$ cat config.mk
export PLATFORM = sky130hd
export DESIGN_NAME = roundtrip_avg_scheduler
export DESIGN_NICKNAME = d
export VERILOG_FILES = /design/src/rtl/roundtrip_avg_scheduler.sv
export SDC_FILE = /design/constraint.sdc
export NUM_CORES = 1
export LEC_CHECK = 0
export BUFFER_PORTS_ARGS = -buffer_cell sky130_fd_sc_hd__buf_2
export CAP_MARGIN = 25
export CORE_AREA = 2 2 136 138
export DETAILED_ROUTE_END_ITERATION = 10
export DIE_AREA = 0 0 138 140
export PLACE_DENSITY = 0.79
export REMOVE_ABC_BUFFERS = 1
export SETUP_SLACK_MARGIN = 0.02
export SLEW_MARGIN = 10
export SYNTH_ARGS = -nofsm -noshare
export SYNTH_HDL_FRONTEND = slang
export SYNTH_SLANG_ARGS = --single-unit
$ cat constraint.sdc
create_clock -name clk_i -period 4.87 [get_ports clk_i]
set_clock_uncertainty 0.1 [all_clocks]
set_input_delay 0.2435 -clock clk_i [delete_from_list [all_inputs] [get_ports clk_i]]
set_output_delay 0.2435 -clock clk_i [all_outputs]
set_load 0.01 [all_outputs]
$ cat src/rtl/roundtrip_avg_scheduler.sv
// Round-robin arbiter that shares one sequential divider among N_CH roundtrip channels
// and keeps the latest saturated sum/count average for each channel.
module roundtrip_avg_scheduler #(
  parameter int N_CH           = 4,
  parameter int DATA_WIDTH     = 16,
  parameter int SUM_WIDTH      = 32,
  parameter int TIMEOUT_CYCLES = 1024
) (
  input  logic                         clk_i,
  input  logic                         rst_i,
  input  logic [N_CH-1:0]              ch_valid_i,
  output logic [N_CH-1:0]              ch_ready_o,
  input  logic [N_CH*SUM_WIDTH-1:0]    ch_sum_i,
  input  logic [N_CH*DATA_WIDTH-1:0]   ch_count_i,
  output logic                         div_start_o,
  output logic [SUM_WIDTH-1:0]         div_dividend_o,
  output logic [DATA_WIDTH-1:0]        div_divisor_o,
  input  logic                         div_done_i,
  input  logic [SUM_WIDTH-1:0]         div_quotient_i,
  output logic [N_CH*DATA_WIDTH-1:0]   result_o,
  output logic [N_CH-1:0]              result_valid_o,
  output logic                         timeout_err_o
);

  localparam int IDX_W = $clog2(N_CH);
  localparam int TMO_W = $clog2(TIMEOUT_CYCLES);
  localparam logic [SUM_WIDTH-1:0] AVG_MAX = (SUM_WIDTH'(1) << DATA_WIDTH) - SUM_WIDTH'(1);

  typedef enum logic [1:0] {IDLE, START, WAIT, WRITEBACK} state_t;

  state_t                       state, state_next;
  logic [IDX_W-1:0]             rr, grant, gnt_q, cand;
  logic                         grant_found;
  logic [DATA_WIDTH-1:0]        grant_count, avg;
  logic [SUM_WIDTH-1:0]         sum_q, quot_q;
  logic [DATA_WIDTH-1:0]        cnt_q;
  logic [TMO_W-1:0]             tmo_cnt;
  logic                         tmo_hit;
  logic [N_CH*DATA_WIDTH-1:0]   result_q;
  logic [N_CH-1:0]              result_valid_q;
  logic                         timeout_err_q;
  int                           idx;

  // First valid channel at or after the round-robin pointer, wrapping around.
  always_comb begin
    grant_found = 1'b0;
    grant       = '0;
    idx         = 0;
    cand        = '0;
    for (int i = 0; i < N_CH; i++) begin
      idx = int'(rr) + i;
      if (idx >= N_CH) idx = idx - N_CH;
      cand = IDX_W'(idx);
      if (!grant_found && ch_valid_i[cand]) begin
        grant_found = 1'b1;
        grant       = cand;
      end
    end
  end

  assign grant_count = ch_count_i[int'(grant)*DATA_WIDTH +: DATA_WIDTH];
  assign tmo_hit     = (tmo_cnt == TMO_W'(TIMEOUT_CYCLES - 1));
  assign avg         = (quot_q > AVG_MAX) ? '1 : quot_q[DATA_WIDTH-1:0];

  always_ff @(posedge clk_i) begin
    if (rst_i) state <= IDLE;
    else       state <= state_next;
  end

  always_comb begin
    state_next  = state;
    ch_ready_o  = '0;
    div_start_o = 1'b0;
    case (state)
      IDLE: begin
        if (grant_found) begin
          ch_ready_o[grant] = 1'b1;
          state_next = (grant_count == '0) ? WRITEBACK : START;
        end
      end
      START: begin
        div_start_o = 1'b1;
        state_next  = WAIT;
      end
      WAIT: begin
        if (div_done_i || tmo_hit) state_next = WRITEBACK;
      end
      WRITEBACK: state_next = IDLE;
      default:   state_next = IDLE;
    endcase
  end

  // A done pulse in the same cycle as the timeout limit still counts as a good result.
  always_ff @(posedge clk_i) begin
    if (rst_i) begin
      rr             <= '0;
      gnt_q          <= '0;
      sum_q          <= '0;
      cnt_q          <= '0;
      quot_q         <= '0;
      tmo_cnt        <= '0;
      result_q       <= '0;
      result_valid_q <= '0;
      timeout_err_q  <= 1'b0;
    end else begin
      result_valid_q <= '0;
      case (state)
        IDLE: begin
          if (grant_found) begin
            gnt_q  <= grant;
            sum_q  <= ch_sum_i[int'(grant)*SUM_WIDTH +: SUM_WIDTH];
            cnt_q  <= grant_count;
            quot_q <= '0;
          end
        end
        START: tmo_cnt <= '0;
        WAIT: begin
          if (div_done_i) begin
            quot_q <= div_quotient_i;
          end else if (tmo_hit) begin
            quot_q        <= '1;
            timeout_err_q <= 1'b1;
          end else begin
            tmo_cnt <= tmo_cnt + 1'b1;
          end
        end
        WRITEBACK: begin
          result_q[int'(gnt_q)*DATA_WIDTH +: DATA_WIDTH] <= avg;
          result_valid_q[gnt_q] <= 1'b1;
          rr <= (gnt_q == IDX_W'(N_CH - 1)) ? '0 : gnt_q + 1'b1;
        end
        default: ;
      endcase
    end
  end

  assign div_dividend_o = sum_q;
  assign div_divisor_o  = cnt_q;
  assign result_o       = result_q;
  assign result_valid_o = result_valid_q;
  assign timeout_err_o  = timeout_err_q;

endmodule
# == Word-level counts from Yosys, hierarchy flattened ==
# Cells that the tools add are included.
# op_classes
eq_ne,10
magnitude_cmp,13
addsub,10
reduce_logical,19
n_bitwise,2
n_shift,4
mux,41
# op_table
operator,n
variable part select 128 x 8 -> 32 bit,1
2-to-1 mux 32 bit,3
bitwise mux 64 bit,1
case mux 32 bit (2 select lines),1
"variable shift 16 x 33 -> 64 bit, first input constant",1
variable part select 16 x 33 -> 64 bit,1
variable part select 64 x 7 -> 16 bit,1
negation 6 -> 33 bit,1
"greater-than comparator 32 x 16 -> 1 bit, second input constant",1
2-to-1 mux 2 bit,12
2-to-1 mux 10 bit,2
case mux 10 bit (2 select lines),1
"< comparator 2 x 3 -> 1 bit, second input constant",6
zero test 16 bit,1
2-to-1 mux 16 bit,1
2-to-1 mux 1 bit,11
"adder 10 x 1 -> 10 bit, second input constant",1
"equality test 10 bit, second input constant",1
"greater-or-equal comparator 3 bit, second input constant",3
AND reduction 3 bit,3
binary-select mux 1 bit (select 2 bit),4
2-to-1 mux 4 bit,2
"!= test 2 bit, second input constant",4
case mux 2 bit (4 select lines),1
18 further kinds,35
# totals
elab_cells,109
in_bits,231
output_inout_bits,122
reg_bits,165

# == Logic depth before layout (Yosys ltp) ==
# Gate-level depths: netlist (run 1).
# depth
depth_word,20
mapped_depth,11
mapped_depth_nobuf,9

# == Worst setup path after synthesis (run 1) ==
# No wires, ideal clock.
# synth_timing
path_type,reg-to-reg
start,register gnt_q[0]
end,register result_q[22] (netlist: result_o[22])
t_required_ps,4705
setup_slack_ps,2475
synth_period_minus_slack_ps,2395
setup_time_ps,65
stages_incl_launch_ff,8
arrival_time_ps,2230
cell_sequence,dfxtp_1 inv_1 ha_1 nand2_1 nor4b_1 clkbuf_1 a22oi_1 nor2_1
# synth_between
elab_chain_cells,3
# synth_lines
item,line_no,source
"start, declared",32,"logic [IDX_W-1:0] rr, grant, gnt_q, cand;"
"start signal, assigned",110,gnt_q <= grant;
negation 6 -> 33 bit (*),128,result_q[int'(gnt_q)*DATA_WIDTH +: DATA_WIDTH] <= avg;
variable part select 16 x 33 -> 64 bit / variable shift 16 x 33 -> 64 bit (equally long branches),128,
bitwise mux 64 bit (*),128,
"end signal, assigned by index",128,
"end, declared",39,logic [N_CH*DATA_WIDTH-1:0] result_q;
# Every way passes the cells marked *; elsewhere a longest branch is shown, timed or not.
# A chain may end at the register's enable or synchronous reset.

# == Final worst setup path (run 1) ==
# layout_timing
start,register rr[1]
end,register state[1]
# layout_between
elab_chain_cells,19
# layout_lines
item,line_no,source
"start, declared",32,
"start signal, assigned",130,rr <= (gnt_q == IDX_W'(N_CH - 1)) ? '0 : gnt_q + 1'b1;
branches (longest 19 deep; another with adder 2 x 1 -> 3 bit),-,
"end signal, assigned",67,else state <= state_next;
"end, declared",31,"state_t state, state_next;"
# Parallel ways; which one is timed is not known. The select of a mux whose other input is x is not followed.

==> out/metrics.yaml, run 1 <==
critical_path:
  critPathKind: "reg2reg"
  slowest_delay_ps: 710
  crit_top_cell: "a211oi_1"
  worst_setup_path_start_kind: "flip-flop"
  slowest_stage: "or4b_4"
  r2r-end: "state[1]$_SDFFE_PP0P_"
  cp_data_arrival_time_ps: 3500
  required_ps: 5080
  r2r_cells: 7
  cp_max_fo: 53
  endpoint_kind: "flip-flop"
  reg2reg_slack_ps: 1580
  path_cells: "or4b_4, nand2_2, buf_4, a211oi_1, o22a_1, a31oi_1, a211oi_1"
  r2r_start: "rr[1]$_SDFFE_PP0P_"
logic_synthesis:
  synth_top_family_by_area: "simple AND/OR/NAND/NOR gates"
  ys_seq_area_share_pct: 41.7
  synthMuxAreaShare_pct: 0.758
  synth.cell_area_um2: 7930
  synthSimpleGateAreaFrac_pct: 30.2
  synthTopCellsByArea: "dfxtp_1 42%, nand2_1 11%, nand3_1 7.5%"
  netlist.area_leader.share_pct: 41.7
  yosysMostFrequentCell: "nand2_1"
  yosys.area.top_type: "dfxtp_1"
  synth_xor_area_share_pct: 0.663
  synthAdderAreaFrac_pct: 2.21
  syn_avg_cell_area_um2: 7.53
  synth_ff_type: "dfxtp_1"
  synthArstFlopShare_pct: 0
  yosysUniqueCellTypes: 45
  yosys_register_bits: 165
  synth-compound-area-share_pct: 19.5
  syn_inst: 1052
  yosysWarnings: 0
  synth_edf_count: 0
  ys_top_cells_by_count: "222 x nand2_1, 165 x dfxtp_1, 119 x nand3_1"
sta:
  setup_tns_ps: 0
  period_share_pct: 67.6
  rsz0062_at_grt: "false"
  setup_ws_ps: 1580
  fmaxAchievable_mhz: 304
  slew_violations: 0
  setup_viol: 0
  hold_viol_final: 0
  relSlewSlack_pct: 31.4
  fin_crit_ps: 3290
  worstMarginPinSlew_ps: 1030
floorplan:
  fp.dieW_um: 138
  rows: 49
  core_um2: 17800
  start_util_pct: 44.6
  ioPinCount: 353
  chipHeight_um: 140
  die-area_um2: 19300
placed_design:
  place_ws_ps: 1590
  gp_congestion: 0.935
  place_hpwl_um: 19900
  numPortBuffers: 352
finish:
  fin_nets: 1598
  synthToLayoutAreaGrowth_pct: 32.1
  nFillCells: 1613
  layout-drive-gt1-share_pct: 31.6
clock_network:
  cts_root_buffer: "clkbuf_16"
  cts_setup_buffers: 0
  cts.clk_slew.worst_paths_ps: 70
  clock_latency_ps: 430
  hold_buffers: 0
  cts_buffers: 17
  ctsResizeCount: 0
  clock_path_buffers: 2
  clock-sinks: 165
  htree_levels: 4
  tritoncts: "done"
outcome:
  status: "finished, final reports clean"
worst_hold_path:
  min_to: "quot_q[19]$_SDFFE_PP0P_"
  min_path_type: "in2reg"
  min_from: "div_quotient_i[19]"
  hold_depth: 3
detailed_routing:
  viasPerCell: 5.50
  num_vias: 8790
  postRouteWirelength_um: 27400
  drc: 0
  ant_nets: 0
  firstDrtPassIters: 5
  wl_per_cell_um: 17.1
  drtIter0Drc: 782
global_routing:
  first_global_vias: 8185
  gr-total-overflow: 0
  grt_usage_pct: 27.4
  grt_start_max_net_pins: 104
  antenna_found_initial: 2
  grt_pass1_wl_um: 42900
power:
  leakagePower_uw: 0.00482
  p_per_area_nw_per_um2: 322
  ir_drop_mv: 0.242
run:
  drv_cap: 0
-- worst max-delay path, delay by kind of cell (launching register included) --
family	cells	cell delay (ps)
flops	1	610
compound gates	4	690
simple gates	2	1210
buf+inv	1	540
-- metrics by stage --
step / hold slack (ps) / util, % / instance area [um2] / std cells / total power (uW)
floorplan: 213 / - / 7560 / 965 / 1750
global placement: 334 / 54.9 / 9760 / 1559 / 2010
detailed placement: 339 / 55.0 / 9780 / 1560 / 2010
CTS: 0.311 / 58.4 / 10400 / 1592 / 3370
global route: 21.9 / 58.9 / 10500 / 1597 / 3510
finish: 21.2 / 58.9 / 10500 / 1597 / 3370
-- flip-flops by register name (all words and copies together), names as in the netlist, 4 cells and up --
signal          flops
div_dividend_o     32
div_divisor_o      16
quot_q             32
result_o           64
result_valid_o      4
tmo_cnt            10
-- layer usage --
metal / vias to the layer above / track usage [%] / routed length, um
met1: 4048 / 34.5 / 11600
met3: 59 / 6.91 / 2030
li1: 4291 / - / -
met5: - / 0 / 0
met4: 0 / 10.8 / 884
met2: 392 / 45.3 / 12900
-- cells in the final DEF (no fill, tap or decap), drive strengths merged, types with 12 or more instances in the layout --
| master | count |
|---|---|
| a211oi | 20 |
| nor4 | 12 |
| o211ai | 21 |
| nand2 | 223 |
| nand3 | 119 |
| buf | 369 |
| o21ai | 27 |
| inv | 17 |
| clkbuf | 17 |
| and3 | 19 |
| dfxtp | 165 |
| nor2 | 95 |
| or2 | 16 |
| a22oi | 65 |
| a21oi | 76 |
| ha | 14 |
-- how the worst max path moves through the flow --
stage | from | slack (ps) | end | depth (start not counted)
4_1_cts | rr[1]$_SDFFE_PP0P_ | 1610 | state[1]$_SDFFE_PP0P_ | 7
6_report | rr[1]$_SDFFE_PP0P_ | 1580 | state[1]$_SDFFE_PP0P_ | 7
5_1_grt | rr[1]$_SDFFE_PP0P_ | 1310 | state[1]$_SDFFE_PP0P_ | 7
3_3_place_gp | ch_valid_i[2] | 1670 | state[1]$_SDFFE_PP0P_ | 9
2_1_floorplan | ch_valid_i[1] | 1230 | div_dividend_o[0]$_SDFFE_PP0P_ | 7
3_5_place_dp | ch_valid_i[1] | 1590 | state[1]$_SDFFE_PP0P_ | 9
-- cell type report --
class                   count  area (um2)  area share (%)
clock inverters            15         180            1.72
well taps                 229         287            2.74
multi-input cells         792        4280            40.9
inverters                   8        30.0           0.287
flip-flops and latches    165        3300            31.5
clock buffers              17         425            4.06
repair buffers            369        1960            18.7
diodes                      2        5.00          0.0478
-- kinds of logic (layout without fill, tap and decap cells) --
kind of cell | Yosys count | count (layout)
other | 0 | 2
flip-flops | 165 | 165
buffers and inverters | 95 | 409
XOR/XNOR | 6 | 6
multiplexers | 6 | 6
AO/OA/AOI/OAI | 237 | 237
AND/OR/NAND/NOR | 529 | 529
adder cells (fa/ha/maj) | 14 | 14
-- power breakdown --
part | total (uW) | internal, uW | leakage (uW) | switching, uW
Combinational | 577 | 234 | 0.00318 | 343
Clock | 1370 | 740 | 0.000297 | 627
Sequential | 1420 | 1400 | 0.00134 | 27.3
Note: power is estimated with default switching activity, not from simulation.
==> run 2: changes to the inputs <==
--- a/config.mk
+++ b/config.mk
@@ -7,10 +7,9 @@
 export LEC_CHECK = 0
 export BUFFER_PORTS_ARGS = -buffer_cell sky130_fd_sc_hd__buf_2
 export CAP_MARGIN = 25
-export CORE_AREA = 2 2 136 138
+export CORE_UTILIZATION = 43
 export DETAILED_ROUTE_END_ITERATION = 10
-export DIE_AREA = 0 0 138 140
-export PLACE_DENSITY = 0.79
+export PLACE_DENSITY = 0.8
 export REMOVE_ABC_BUFFERS = 1
 export SETUP_SLACK_MARGIN = 0.02
 export SLEW_MARGIN = 10
==> constraint.sdc (replaced) <==
create_clock -name clk_i -period 2.8 [get_ports clk_i]
set_clock_uncertainty 0.1 [all_clocks]
set_input_delay 0.14 -clock clk_i [delete_from_list [all_inputs] [get_ports clk_i]]
set_output_delay 0.14 -clock clk_i [all_outputs]
set_load 0.01 [all_outputs]
==> run 2 against run 1 <==
Critical endpoint unchanged. Hold slack got worse by 13 ps. Via count rose by 11%. First-iteration DRC count rose by 17%. Combinational power rose by 100%. Flip-flop and latch count did not move. Worst setup slack got worse by 1500 ps. Non-clock buffer count rose by 116. Global-route usage rose by 5.6 points. Critical path depth rose by 1. Highest routed layer is now met5. Total power rose by 79%. Die area fell by 1.8%. Final area rose by 11%.
==> out/metrics.yaml, run 2 (synthesis results as in run 1) <==
critical_path:
  cp_max_fo: 11  # -79%
  critPathKind: "reg2reg"
  endpoint_kind: "flip-flop"
  worst_setup_path_start_kind: "flip-flop"
  required_ps: 3040  # -2040 ps
  cp_data_arrival_time_ps: 3010  # -490 ps
clock_network:
  cts_buffers: 17  # unchanged
  htree_levels: 4  # unchanged
  clock_path_buffers: 2  # unchanged
  tritoncts: "done"
  cts_root_buffer: "clkbuf_16"
  clock-sinks: 165  # unchanged
  clock_latency_ps: 430  # about the same
  cts.clk_slew.worst_paths_ps: 70  # about the same
floorplan:
  die-area_um2: 19000  # -1.8%
  ioPinCount: 353  # unchanged
  rows: 49  # unchanged
  start_util_pct: 44.0  # -0.61 points
  chipHeight_um: 138  # -1.6%
  core_um2: 18000  # +1.4%
  fp.dieW_um: 138  # -0.17%
global_routing:
  antenna_found_initial: 4  # +2
  grt_pass1_wl_um: 47600  # +11%
  grt_start_max_net_pins: 56  # -46%
  first_global_vias: 9296  # +14%
  gr-total-overflow: 0  # unchanged
  grt_usage_pct: 33.0  # +5.6 points
finish:
  mostFrequentLayoutCells: "351 x buf_2, 220 x nand2_1, 164 x dfxtp_1"
  nFillCells: 1545  # -4.2%
  synthToLayoutAreaGrowth_pct: 46.7
  layout-drive-gt1-share_pct: 30.8  # -0.81 points
  multi_input_area_um2: 4350  # +1.6%
  fin_nets: 1717  # +7.4%
  largest_register_ff_count: 64  # unchanged
  layout_commonest_cell: "buf_2"
  seqCellArea_um2: 3300  # about the same
  fin_area_um2: 11600  # +11%
detailed_routing:
  drtIter0Drc: 913  # +17%
  ant_nets: 0  # unchanged
  postRouteWirelength_um: 32200  # +18%
  met3_length_um: 3320  # +64%
  firstDrtPassIters: 6  # +1
  viasPerCell: 5.70  # +3.6%
  wl_met2_um: 15000  # +16%
  top_layer_used: "met5"
  num_vias: 9784  # +11%
  met1_length_um: 12300  # +6.2%
  wl_per_cell_um: 18.8  # +9.6%
  drc: 0  # unchanged
outcome:
  status: "finished, final reports clean"
placed_design:
  place_ws_ps: 136  # -1450 ps
  numPortBuffers: 352  # unchanged
  gp_congestion: 0.945  # +1.0%
  place_hpwl_um: 20600  # +3.5%
  dpl_cell_area_um2: 9940  # +1.6%
worst_hold_path:
  min_path_type: "in2reg"
sta:
  slew_violations: 0  # unchanged
  fmaxAchievable_mhz: 361  # +19%
  whs_ps: 8.67  # -12.5 ps
  hold_viol_final: 0  # unchanged
  fin_crit_ps: 2770  # -524 ps
  relSlewSlack_pct: 34.8  # +3.4 points
  rsz0062_at_grt: "true"
  period_share_pct: 98.8  # +31 points
  setup_tns_ps: 0  # unchanged
  worstMarginPinSlew_ps: 977  # -52.4 ps
  setup_viol: 0  # unchanged
  setup_ws_ps: 33.4  # -1550 ps
power:
  total_power_uw: 6040  # +79%
  leakagePower_uw: 0.00531  # +10%
  p_per_area_nw_per_um2: 520  # +62%
  ir_drop_mv: 0.453  # +87%
run:
  drv_cap: 0  # unchanged
-- run 2: what timing repair did --
action | in CTS | in global routing
resized for setup | 3 | 9
hold buffers | 97 | 0
hold endpoints to repair | 55 | 0
setup buffers | 2 | 0
setup endpoints to repair | 2 | 12
gates cloned | 2 | 2
pin swaps | 2 | 1
-- run 2: metrics by stage --
step                cells  utilization [%]
floorplan             965                -
global placement     1579             55.1
detailed placement   1579             55.1
CTS                  1710             64.1
global route         1715             64.5
finish               1715             64.5
-- run 2: layout make-up --
cell class / instances / share of cell area, %
Inverter: 8 / 0.258
Sequential cell: 165 / 28.4
Multi-Input combinational cell: 795 / 37.4
Tap cell: 229 / 2.46
Antenna cell: 3 / 0.0646
Clock buffer: 17 / 3.66
Clock inverter: 13 / 1.44
Timing Repair Buffer: 485 / 26.3
-- run 2: power by group --
part           switching, uW  internal [uW]  total, uW
Combinational            667            511       1180
Sequential              52.2           2430       2480
Clock                   1040           1340       2380
Total                   1760           4280       6040
-- run 2: path summary, 6_finish.rpt --
kind	endpoint	slack, ps	cells past startpoint	from
max	state[1]$_SDFFE_PP0P_	30	8	rr[0]$_SDFFE_PP0P_
min	div_dividend_o[18]$_SDFFE_PP0P_	9	5	ch_sum_i[18]
max reg2reg	state[1]$_SDFFE_PP0P_	30	8	rr[0]$_SDFFE_PP0P_
min reg2reg	quot_q[11]$_SDFFE_PP0P_	350	2	quot_q[11]$_SDFFE_PP0P_
-- run 2: worst max-delay path, cell delays in order (launching register included) --
cell	delay, ps
dfxtp_1	330
nor2b_1	440
o21bai_1	270
and2_2	360
buf_4	220
a211oi_1	330
o22a_1	230
nand4_1	120
a211oi_1	270
-- run 2: metal layers --
metal  vias up  GRT usage (%)
met5         -              0
li1       4530              -
met2       659           53.5
met3       153           10.1
met4         2           19.9
met1      4440           38.2
==> run 3: changes to the inputs <==
--- a/config.mk
+++ b/config.mk
@@ -7,9 +7,10 @@
 export LEC_CHECK = 0
 export BUFFER_PORTS_ARGS = -buffer_cell sky130_fd_sc_hd__buf_2
 export CAP_MARGIN = 25
-export CORE_UTILIZATION = 43
+export CORE_ASPECT_RATIO = 1.5
+export CORE_UTILIZATION = 40
 export DETAILED_ROUTE_END_ITERATION = 10
-export PLACE_DENSITY = 0.8
+export PLACE_DENSITY = 0.75
 export REMOVE_ABC_BUFFERS = 1
 export SETUP_SLACK_MARGIN = 0.02
 export SLEW_MARGIN = 10
==> run 3 against run 2 <==
Die area increased by 7.4%. Global-route usage down 0.35 points. Flip-flop and latch count is the same. First-iteration DRC count grew 13%. Register-to-register slack better by 96 ps. Critical endpoint is now div_dividend_o[28]$_SDFFE_PP0P_. Largest cell class unchanged.
==> out/metrics.yaml, run 3 (synthesis results as in run 1) <==
global_routing:
  grt_start_max_net_pins: 49  # -13%
  gr-usage-met2_pct: 55.3  # +1.9 points
  gr-total-overflow: 0  # unchanged
  grt_pass1_wl_um: 50300  # +5.7%
  grt_use_met1_pct: 36.3  # -1.9 points
  antenna_found_initial: 9  # +5
  gr-usage-met3_pct: 8.37  # -1.7 points
  grt_usage_pct: 32.7  # -0.35 points
  first_global_vias: 9489  # +2.1%
  busiest_layer: "met2"
finish:
  largest_register_ff_count: 64  # unchanged
  synthToLayoutAreaGrowth_pct: 47.0
  layout-drive-gt1-share_pct: 30.9  # +0.11 points
  layout_commonest_cell: "buf_2"
  seqCellArea_um2: 3300  # about the same
  multi_input_area_um2: 4330  # -0.55%
  mostFrequentLayoutCells: "351 x buf_2, 221 x nand2_1, 165 x dfxtp_1"
  nFillCells: 1684  # +9.0%
  fin_nets: 1716  # -0.058%
sta:
  period_share_pct: 95.4  # -3.4 points
  hold_viol_final: 0  # unchanged
  rsz0062_at_grt: "true"
  setup_ws_ps: 129  # +95.7 ps
  relSlewSlack_pct: 51.8  # +17 points
  slew_violations: 0  # unchanged
  fmaxAchievable_mhz: 374  # +3.6%
  setup_viol: 0  # unchanged
  worstMarginPinSlew_ps: 721  # -256 ps
  whs_ps: 11.5  # +2.84 ps
  fin_crit_ps: 2670  # -95.7 ps
  setup_tns_ps: 0  # unchanged
detailed_routing:
  num_vias: 9933  # +1.5%
  viasPerCell: 5.68  # -0.51%
  drtIter0Drc: 1028  # +13%
  postRouteWirelength_um: 34100  # +5.8%
  drc: 0  # unchanged
  wl_per_cell_um: 19.5  # +3.7%
  ant_nets: 0  # unchanged
  firstDrtPassIters: 6  # unchanged
clock_network:
  clock_latency_ps: 430  # about the same
  tritoncts: "done"
  clock_path_buffers: 2  # unchanged
  cts_buffers: 17  # unchanged
  cts_root_buffer: "clkbuf_16"
  cts.clk_slew.worst_paths_ps: 80  # about the same
  clock-sinks: 165  # unchanged
  htree_levels: 4  # unchanged
  cts_setup_buffers: 0  # -2
floorplan:
  die-area_um2: 20400  # +7.4%
  rows: 62  # +27%
  fp.dieW_um: 117  # -15%
  core_um2: 19300  # +7.2%
  chipHeight_um: 174  # +27%
  start_util_pct: 41.0  # -2.9 points
  ioPinCount: 353  # unchanged
critical_path:
  slowest_delay_ps: 630  # +190 ps
  path_cells: "nor2b_1, or4_4, nand2_2, buf_12, nand2_1, nand3_1, nand3_1, dlygate4sd3_1, a21oi_1"
  slowest_stage: "or4_4"
  cp_max_fo: 36  # +25
  worst_setup_path_start_kind: "flip-flop"
  required_ps: 3070  # +30 ps
  cp_data_arrival_time_ps: 2940  # -70 ps
  crit_top_cell: "nand3_1"
  critPathKind: "reg2reg"
  endpoint_kind: "flip-flop"
power:
  p_per_area_nw_per_um2: 522  # +0.51%
  leakagePower_uw: 0.00531  # about the same
  ir_drop_mv: 0.354  # -22%
placed_design:
  place_ws_ps: 269  # +133 ps
  numPortBuffers: 352  # unchanged
  place_hpwl_um: 23100  # +12%
  gp_congestion: 0.936  # -0.88%
run:
  drv_cap: 0  # unchanged
outcome:
  status: "finished, final reports clean"
worst_hold_path:
  min_path_type: "in2reg"
## run 3: changes by cell type in the layout (fill, tap and decap cells not counted), sizes merged, moves of 2 or more
cell,previous run,this run
dlygate4sd3,97,95
inv,14,17
diode,3,10
buf,387,390
## run 3: routing by layer
layer	vias to the layer above	share of wire, %
met2	697	48
met3	150	9.4
met5	-	0.038
li1	4546	-
met4	2	5.3
met1	4538	37
## run 3: final timing paths
kind | start | end | slack [ps] | depth (start not counted)
max | rr[0]$_SDFFE_PP0P_ | div_dividend_o[28]$_SDFFE_PP0P_ | 130 | 9
max reg2reg | rr[0]$_SDFFE_PP0P_ | div_dividend_o[28]$_SDFFE_PP0P_ | 130 | 9
min reg2reg | quot_q[7]$_SDFFE_PP0P_ | quot_q[7]$_SDFFE_PP0P_ | 350 | 2
min | ch_sum_i[122] | div_dividend_o[26]$_SDFFE_PP0P_ | 10 | 5
## run 3: final cells by class
type,instances,area share (%)
Inverter,8,0.258
Tap cell,256,2.75
Clock buffer,17,3.65
Sequential cell,165,28.4
Clock inverter,15,1.53
Timing Repair Buffer,485,26.1
Multi-Input combinational cell,794,37.1
Antenna cell,10,0.215
## run 3: power by group
group          total (uW)  internal, uW  leakage (uW)  switching (uW)
clock network        2400          1280      0.000290            1120
registers            2480          2430       0.00134            47.7
logic                1210           518       0.00368             693
total                6090          4230       0.00531            1860
## run 3: repair_timing
item,4_1_cts,5_1_grt
hold buffers,95,0
hold endpoints to repair,54,0
endpoints found under the setup margin,0,9
resized for setup,0,8
## run 3: critical path, delay by kind of cell (launching register included)
kind	cells	cell delay, ps
AND/OR/NAND/NOR	6	1190
buffers and inverters	2	790
flip-flops	1	390
AO/OA/AOI/OAI	1	120
## run 3: metrics by stage
stage / util, % / instances / instance area (um2) / total power, uW
2_1_floorplan: - / 965 / 7560 / 3040
3_3_place_gp: 51.9 / 1611 / 10000 / 3570
3_5_place_dp: 51.9 / 1611 / 10000 / 3580
4_1_cts: 59.9 / 1738 / 11600 / 6050
5_1_grt: 60.3 / 1747 / 11600 / 6300
6_report: 60.3 / 1750 / 11600 / 6090
